$ cat config.mk
export PLATFORM = sky130hd
export DESIGN_NAME = load_store_unit_flat
export DESIGN_NICKNAME = d
export VERILOG_FILES = /design/src/rtl/load_store_unit_if.sv /design/src/rtl/load_store_unit.sv /design/src/flat_wrapper.sv
export SDC_FILE = /design/constraint.sdc
export NUM_CORES = 1
export LEC_CHECK = 0
export BUFFER_PORTS_ARGS = -buffer_cell sky130_fd_sc_hd__buf_2
export CAP_MARGIN = 20
export CORE_AREA = 2 2 130 132
export CTS_CLUSTER_DIAMETER = 80
export CTS_CLUSTER_SIZE = 30
export DETAILED_ROUTE_END_ITERATION = 10
export DIE_AREA = 0 0 132 134
export PLACE_DENSITY = 0.76
export SETUP_SLACK_MARGIN = 0.05
export SLEW_MARGIN = 20
export SYNTH_ARGS = -nofsm -noshare
export SYNTH_HDL_FRONTEND = slang
export SYNTH_SLANG_ARGS = --single-unit
$ cat constraint.sdc
create_clock -name clk -period 7.5 [get_ports clk]
set_clock_uncertainty 0.2 [all_clocks]
set_input_delay 2.25 -clock clk [delete_from_list [all_inputs] [get_ports clk]]
set_output_delay 2.25 -clock clk [all_outputs]
set_load 0.005 [all_outputs]
$ cat src/rtl/load_store_unit_if.sv
`default_nettype none
// +-----------------------------------------------------------------------------+
// | Module   : load_store_unit_if                                               |
// | Brief    : Pipeline request/response and data-memory bus of the LSU.        |
// | Revision : 1.0                                                              |
// +-----------------------------------------------------------------------------+
interface load_store_unit_if;
    // Pipeline side
    logic        req;
    logic        we;
    logic [1:0]  size;
    logic        unsigned_ld;
    logic [31:0] addr;
    logic [31:0] wdata;
    logic        busy;
    logic        done;
    logic        err;
    logic [31:0] rdata;
    // Data-memory side
    logic [31:0] mem_address;
    logic [31:0] mem_write_data;
    logic        mem_write;
    logic        mem_read;
    logic [31:0] mem_read_data;

    // Master is the environment: the pipeline issuing requests plus the memory.
    modport master (
        output req, we, size, unsigned_ld, addr, wdata, mem_read_data,
        input  busy, done, err, rdata, mem_address, mem_write_data, mem_write, mem_read
    );

    modport slave (
        input  req, we, size, unsigned_ld, addr, wdata, mem_read_data,
        output busy, done, err, rdata, mem_address, mem_write_data, mem_write, mem_read
    );
endinterface
`default_nettype wire

$ cat src/rtl/load_store_unit.sv
`default_nettype none
// +-----------------------------------------------------------------------------+
// | Module   : load_store_unit                                                  |
// | Brief    : Byte/half/word load-store unit with read-modify-write sub-word   |
// |            stores and alignment/bounds checking.                            |
// | Revision : 1.0                                                              |
// +-----------------------------------------------------------------------------+
module load_store_unit #(
    parameter int unsigned ADDR_LIMIT = 1024
) (
    input  logic               clk,
    input  logic               rst_n,
    load_store_unit_if.slave   bus
);

    localparam logic [1:0]  c_SIZE_BYTE  = 2'b00;
    localparam logic [1:0]  c_SIZE_HALF  = 2'b01;
    localparam logic [1:0]  c_SIZE_WORD  = 2'b10;
    localparam logic [1:0]  c_SIZE_RSVD  = 2'b11;
    localparam logic [31:0] c_ADDR_LIMIT = 32'(ADDR_LIMIT);

    typedef enum logic [2:0] {
        S_IDLE   = 3'd0,
        S_LOAD   = 3'd1,
        S_STORE  = 3'd2,
        S_RMW_RD = 3'd3,
        S_RMW_WR = 3'd4,
        S_RESP   = 3'd5,
        S_ERR    = 3'd6
    } state_t;

    state_t      r_state;
    logic [1:0]  r_size;
    logic        r_unsigned;
    logic [1:0]  r_offset;
    logic [15:0] r_wdata_lo;

    logic        w_req_err;
    logic [7:0]  w_byte;
    logic [15:0] w_half;
    logic [31:0] w_load_data;
    logic [31:0] w_merged;

    always_comb begin
        w_req_err = 1'b0;
        if (bus.size == c_SIZE_RSVD)                              w_req_err = 1'b1;
        if ((bus.size == c_SIZE_HALF) && bus.addr[0])             w_req_err = 1'b1;
        if ((bus.size == c_SIZE_WORD) && (bus.addr[1:0] != 2'b00)) w_req_err = 1'b1;
        if (bus.addr >= c_ADDR_LIMIT)                             w_req_err = 1'b1;
    end

    // Little-endian lane pick for loads; sign fill unless a zero-extending load.
    always_comb begin
        w_byte = bus.mem_read_data[{r_offset, 3'b000} +: 8];
        w_half = bus.mem_read_data[{r_offset[1], 4'b0000} +: 16];
        case (r_size)
            c_SIZE_BYTE: w_load_data = {{24{~r_unsigned & w_byte[7]}}, w_byte};
            c_SIZE_HALF: w_load_data = {{16{~r_unsigned & w_half[15]}}, w_half};
            default:     w_load_data = bus.mem_read_data;
        endcase
    end

    // Captured memory word with only the addressed lane overwritten.
    always_comb begin
        w_merged = bus.mem_read_data;
        if (r_size == c_SIZE_BYTE) begin
            w_merged[{r_offset, 3'b000} +: 8] = r_wdata_lo[7:0];
        end else begin
            w_merged[{r_offset[1], 4'b0000} +: 16] = r_wdata_lo;
        end
    end

    // All outputs are registered and set on the edge that enters the state
    // they belong to, so they line up exactly with r_state.
    always_ff @(posedge clk or negedge rst_n) begin
        if (!rst_n) begin
            r_state            <= S_IDLE;
            r_size             <= 2'b00;
            r_unsigned         <= 1'b0;
            r_offset           <= 2'b00;
            r_wdata_lo         <= 16'h0000;
            bus.busy           <= 1'b0;
            bus.done           <= 1'b0;
            bus.err            <= 1'b0;
            bus.rdata          <= 32'h0000_0000;
            bus.mem_address    <= 32'h0000_0000;
            bus.mem_write_data <= 32'h0000_0000;
            bus.mem_write      <= 1'b0;
            bus.mem_read       <= 1'b0;
        end else begin
            bus.done      <= 1'b0;
            bus.err       <= 1'b0;
            bus.mem_write <= 1'b0;
            bus.mem_read  <= 1'b0;
            case (r_state)
                S_IDLE: begin
                    if (bus.req) begin
                        r_size     <= bus.size;
                        r_unsigned <= bus.unsigned_ld;
                        r_offset   <= bus.addr[1:0];
                        r_wdata_lo <= bus.wdata[15:0];
                        bus.busy   <= 1'b1;
                        if (w_req_err) begin
                            r_state  <= S_ERR;
                            bus.done <= 1'b1;
                            bus.err  <= 1'b1;
                        end else begin
                            bus.mem_address <= {bus.addr[31:2], 2'b00};
                            if (!bus.we) begin
                                r_state      <= S_LOAD;
                                bus.mem_read <= 1'b1;
                            end else if (bus.size == c_SIZE_WORD) begin
                                r_state            <= S_STORE;
                                bus.mem_write      <= 1'b1;
                                bus.mem_write_data <= bus.wdata;
                            end else begin
                                r_state      <= S_RMW_RD;
                                bus.mem_read <= 1'b1;
                            end
                        end
                    end
                end
                S_LOAD: begin
                    bus.rdata <= w_load_data;
                    bus.done  <= 1'b1;
                    r_state   <= S_RESP;
                end
                S_STORE: begin
                    bus.done <= 1'b1;
                    r_state  <= S_RESP;
                end
                S_RMW_RD: begin
                    bus.mem_write_data <= w_merged;
                    bus.mem_write      <= 1'b1;
                    r_state            <= S_RMW_WR;
                end
                S_RMW_WR: begin
                    bus.done <= 1'b1;
                    r_state  <= S_RESP;
                end
                S_RESP, S_ERR: begin
                    bus.busy <= 1'b0;
                    r_state  <= S_IDLE;
                end
                default: begin
                    bus.busy <= 1'b0;
                    r_state  <= S_IDLE;
                end
            endcase
        end
    end

endmodule
`default_nettype wire

$ cat src/flat_wrapper.sv
// flat-port wrapper written by rule: the top's interface ports become plain ports
module load_store_unit_flat 
#(
    parameter int unsigned ADDR_LIMIT = 1024
)
  (clk, rst_n, bus_req, bus_we, bus_size, bus_unsigned_ld, bus_addr, bus_wdata, bus_mem_read_data, bus_busy, bus_done, bus_err, bus_rdata, bus_mem_address, bus_mem_write_data, bus_mem_write, bus_mem_read);
  load_store_unit_if bus_i ();
  input  logic clk;
  input  logic rst_n;
  input wire logic [$bits(bus_i.req)-1:0] bus_req;
  input wire logic [$bits(bus_i.we)-1:0] bus_we;
  input wire logic [$bits(bus_i.size)-1:0] bus_size;
  input wire logic [$bits(bus_i.unsigned_ld)-1:0] bus_unsigned_ld;
  input wire logic [$bits(bus_i.addr)-1:0] bus_addr;
  input wire logic [$bits(bus_i.wdata)-1:0] bus_wdata;
  input wire logic [$bits(bus_i.mem_read_data)-1:0] bus_mem_read_data;
  output wire logic [$bits(bus_i.busy)-1:0] bus_busy;
  output wire logic [$bits(bus_i.done)-1:0] bus_done;
  output wire logic [$bits(bus_i.err)-1:0] bus_err;
  output wire logic [$bits(bus_i.rdata)-1:0] bus_rdata;
  output wire logic [$bits(bus_i.mem_address)-1:0] bus_mem_address;
  output wire logic [$bits(bus_i.mem_write_data)-1:0] bus_mem_write_data;
  output wire logic [$bits(bus_i.mem_write)-1:0] bus_mem_write;
  output wire logic [$bits(bus_i.mem_read)-1:0] bus_mem_read;
  assign bus_i.req = bus_req;
  assign bus_i.we = bus_we;
  assign bus_i.size = bus_size;
  assign bus_i.unsigned_ld = bus_unsigned_ld;
  assign bus_i.addr = bus_addr;
  assign bus_i.wdata = bus_wdata;
  assign bus_i.mem_read_data = bus_mem_read_data;
  assign bus_busy = bus_i.busy;
  assign bus_done = bus_i.done;
  assign bus_err = bus_i.err;
  assign bus_rdata = bus_i.rdata;
  assign bus_mem_address = bus_i.mem_address;
  assign bus_mem_write_data = bus_i.mem_write_data;
  assign bus_mem_write = bus_i.mem_write;
  assign bus_mem_read = bus_i.mem_read;
  load_store_unit #(.ADDR_LIMIT(ADDR_LIMIT)) u_core (.clk(clk), .rst_n(rst_n), .bus(bus_i));
endmodule
==> metrics.csv <==
stage,metric,value,unit
setup_path,crit end category,register,
finish,Synth-to-Final Area Change,27.79,%
pwr,P_sw,1.217,mW
routing,Post-route DRC,0,
routing,Avg Vias per Cell,5.494,
routing,drt total wl,19.55,mm
worst_hold_path,hold path depth,1,
setup_path,Max stage delay on crit path,0.94,ns
finish,area of the multi-input gates,3085,sq um
sta,Slew headroom,0.2794,
pwr,sw frac,0.3698,
sta,Post-Route Setup TNS,0,ns
synth,Mapped Area,6385,sq um
floorplan,initial core utilization,0.3920,
sta,post-route minimum period,4.797,ns
run,max-cap violations,0,
synth,Mean Syn Cell Area,11.26,sq um
outcome,outcome,"finished, final reports clean",
grt,global-route wire length before repair,29.48,mm
setup_path,Crit. Startpoint,bus_size[0],
clock_network,post-CTS setup buffer count,0,
routing,initial DRC count,495,
setup_path,Worst Path Max Fanout,33,
floorplan,die area,17690,sq um
synth,"flops & latches, synth",123,
synth,top_reg_cell synth,dfrtp_1,
grt,initial antenna violation count,0,
finish,register area,3079,sq um
setup_path,arrival time at the worst endpoint,4.90,ns
clock_network,clock slew at reported path FFs,0.06,ns
clock_network,CTS H-tree depth,4,
synth,Mapped Cells,567,
floorplan,Core Region,16290,sq um
finish,# fillers,1505,
floorplan,Die X,132,um
routing,ANT nets after route,0,
clock_network,clk sinks,123,
floorplan,num rows,47,
setup_path,crit path launch type,primary input,
grt,total global-route track usage,0.2195,
clock_network,CTS tree,built,
clock_network,post_cts resized,0,
sta,max frequency,208.5,MHz
finish,final net count,859,
setup_path,r2r endpoint,u_core.bus.mem_write_data[26],
pwr,clock share of power,0.262,
synth,YS warnings,0,
setup_path,r2r setup slk,4.30,ns
setup_path,crit path kind,in -> reg,
sta,Worst-Margin Slew,1.081,ns
sta,Final setup viols,0,
grt,total grt overflow,0,
sta,fin. max-slew vios,0,
setup_path,FF-to-FF Start,u_core.r_state[2],
setup_path,CP required,7.60,ns
floorplan,DIE HEIGHT,134,um
finish,"most common cell after layout, fill and taps aside",buf_2,
pwr,Pleak,4.121,nW
setup_path,sequence of cells on the critical path,buf_2 -> nor3_1 -> o211ai_1 -> or3b_1 -> o21a_2 -> mux2_2,
routing,drt first pass iters,4,
finish,final instance area,8159,sq um
pwr,P_int,2.074,mW
grt,vias in the first global route,5184,
setup_path,CP max stage cell,o21a_2,
pwr,peak supply drop,0.1939,mV
clock_network,clk buf depth,2,
setup_path,R2R cell count,5,
pwr,Sequential Power Share,0.346,
place,RD Place Congestion,0.8697,
finish,final core utilization,0.5009,
place,DPL Wire Length,14.06,mm
finish,ant diodes,0,
floorplan,Ports,204,
clock_network,Root Driver,clkbuf_16,
sta,fin crit share,0.6396,
clock_network,cts bufs inserted,17,
sta,Final Hold Vio Count,0,
sta,RSZ-0062 raised after global routing,false,
synth,"Seq/Total Area, Yosys",0.4821,
clock_network,CTS Hold Bufs,0,
clock_network,"Clk Latency, worst-skew pair",0.42,ns
synth,number of flops mapped to enable cells by yosys,0,
pwr,Gate power share,0.391,
place,placed cell areas,7521,sq um
worst_hold_path,HP Class,reg -> reg,
setup_path,CP endpoint,u_core.bus.mem_write_data[26],
routing,DR vias,5406,
synth,Unique masters post-synth,43,
routing,drt wl/cell,19.87,um
grt,largest net degree at the start of global routing,74,
pwr,total power density per cell area,403.4,nW/um^2
finish,share of cells above drive strength 1,0.4071,
synth,Post-synth ARST share,1.000,
finish,most frequent cells in the layout,"200 x buf_2, 122 x dfrtp_1, 51 x a21oi_1",
place,Buffers on Ports,201,
-- logic make-up (layout without fill, tap and decap cells) --
| group | count (synthesis) | in the layout | share of synthesized area |
|---|---|---|---|
| AOI/OAI and AO/OA | 154 | 154 | 0.1772 |
| xor gates and xnor gates | 1 | 1 | 0.001372 |
| adders and majority gates | 5 | 5 | 0.009798 |
| buffers and inverters | 53 | 249 | 0.03802 |
| DFF | 123 | 123 | 0.4821 |
| muxes | 100 | 100 | 0.1875 |
| other | 1 | 2 | 0.0005873 |
| and+or+nand+nor | 130 | 130 | 0.1035 |
-- power groups by stage --
stage	Clock (mW)	Sequential, mW	Combinational [mW]
global route	0.908	1.17	1.40
global placement	0	1.14	1.24
floorplan	0	1.09	0.861
detailed placement	0	1.14	1.27
CTS	0.876	1.14	1.28
finish	0.864	1.14	1.29
-- critical path: cells and delay by family --
family,cells,cell delay [ns]
mux,1,0.41
compound gates,2,1.28
simple gates,2,0.82
buf+inv,1,0.11
-- worst min-delay path by stage --
stage                               startpoint                         end
finish              u_core.bus.mem_address[21]  u_core.bus.mem_address[21]
global route        u_core.bus.mem_address[31]  u_core.bus.mem_address[31]
CTS                 u_core.bus.mem_address[21]  u_core.bus.mem_address[21]
detailed placement  u_core.bus.mem_address[21]  u_core.bus.mem_address[21]
global placement    u_core.bus.mem_address[30]  u_core.bus.mem_address[30]
floorplan                  u_core.bus.rdata[0]         u_core.bus.rdata[0]
-- synth_stat cells (all sizes together) (2+ instances only) --
cell,n,area share
nand2,41,0.024
ha,5,0.0098
clkinv,2,0.0012
dfrtp,123,0.48
a221oi,8,0.011
buf,17,0.017
clkbuf,27,0.016
a22o,32,0.044
mux2i,39,0.061
nor4,6,0.0088
a221o,39,0.061
and3,7,0.0069
o21ai,18,0.014
a21oi,51,0.040
nor3,12,0.0094
nand2b,3,0.0029
and2,23,0.023
inv,7,0.0041
nor2b,6,0.0063
mux2,60,0.12
nor2,25,0.015
-- area by class of cell --
| cell class | count | share of cell area |
|---|---|---|
| Multi-Input combinational cell | 392 | 0.3782 |
| Sequential cell | 123 | 0.3774 |
| Timing Repair Buffer | 208 | 0.1300 |
| Clock buffer | 18 | 0.05383 |
| Tap cell | 220 | 0.03374 |
| Clock inverter | 14 | 0.02270 |
| Inverter | 9 | 0.004140 |
-- state kept, by name (all words and copies together) (netlist names) --
name,count
u_core.r_state,3
u_core.r_size,2
u_core.r_wdata_lo,16
u_core.bus.done,1
u_core.r_unsigned,1
u_core.bus.rdata,32
u_core.bus.mem_write,1
u_core.bus.busy,1
u_core.bus.mem_write_data,32
u_core.bus.mem_read,1
u_core.bus.mem_address,30
u_core.r_offset,2
u_core.bus.err,1
-- routing by layer --
| layer | vias up | routed length [um] | GRT usage | part of all wire |
|---|---|---|---|---|
| met5 | - | 0 | 0 | 0 |
| met4 | 0 | 399 | 0.08575 | 0.020 |
| met3 | 25 | 1550 | 0.05404 | 0.079 |
| met2 | 259 | 9302 | 0.3539 | 0.48 |
| met1 | 2643 | 8299 | 0.2860 | 0.42 |
| li1 | 2479 | - | - | - |
-- per-stage QoR --
step	std cells	hold slack, ns	setup WS, ns	power, mW
finish	984	0.2785	2.703	3.292
global route	984	0.3009	2.460	3.481
CTS	984	0.2847	2.704	3.287
detailed placement	952	0.2657	2.229	2.407
global placement	952	0.2652	2.243	2.375
floorplan	568	0.2733	3.277	1.950
(Power assumes the default switching activity.)
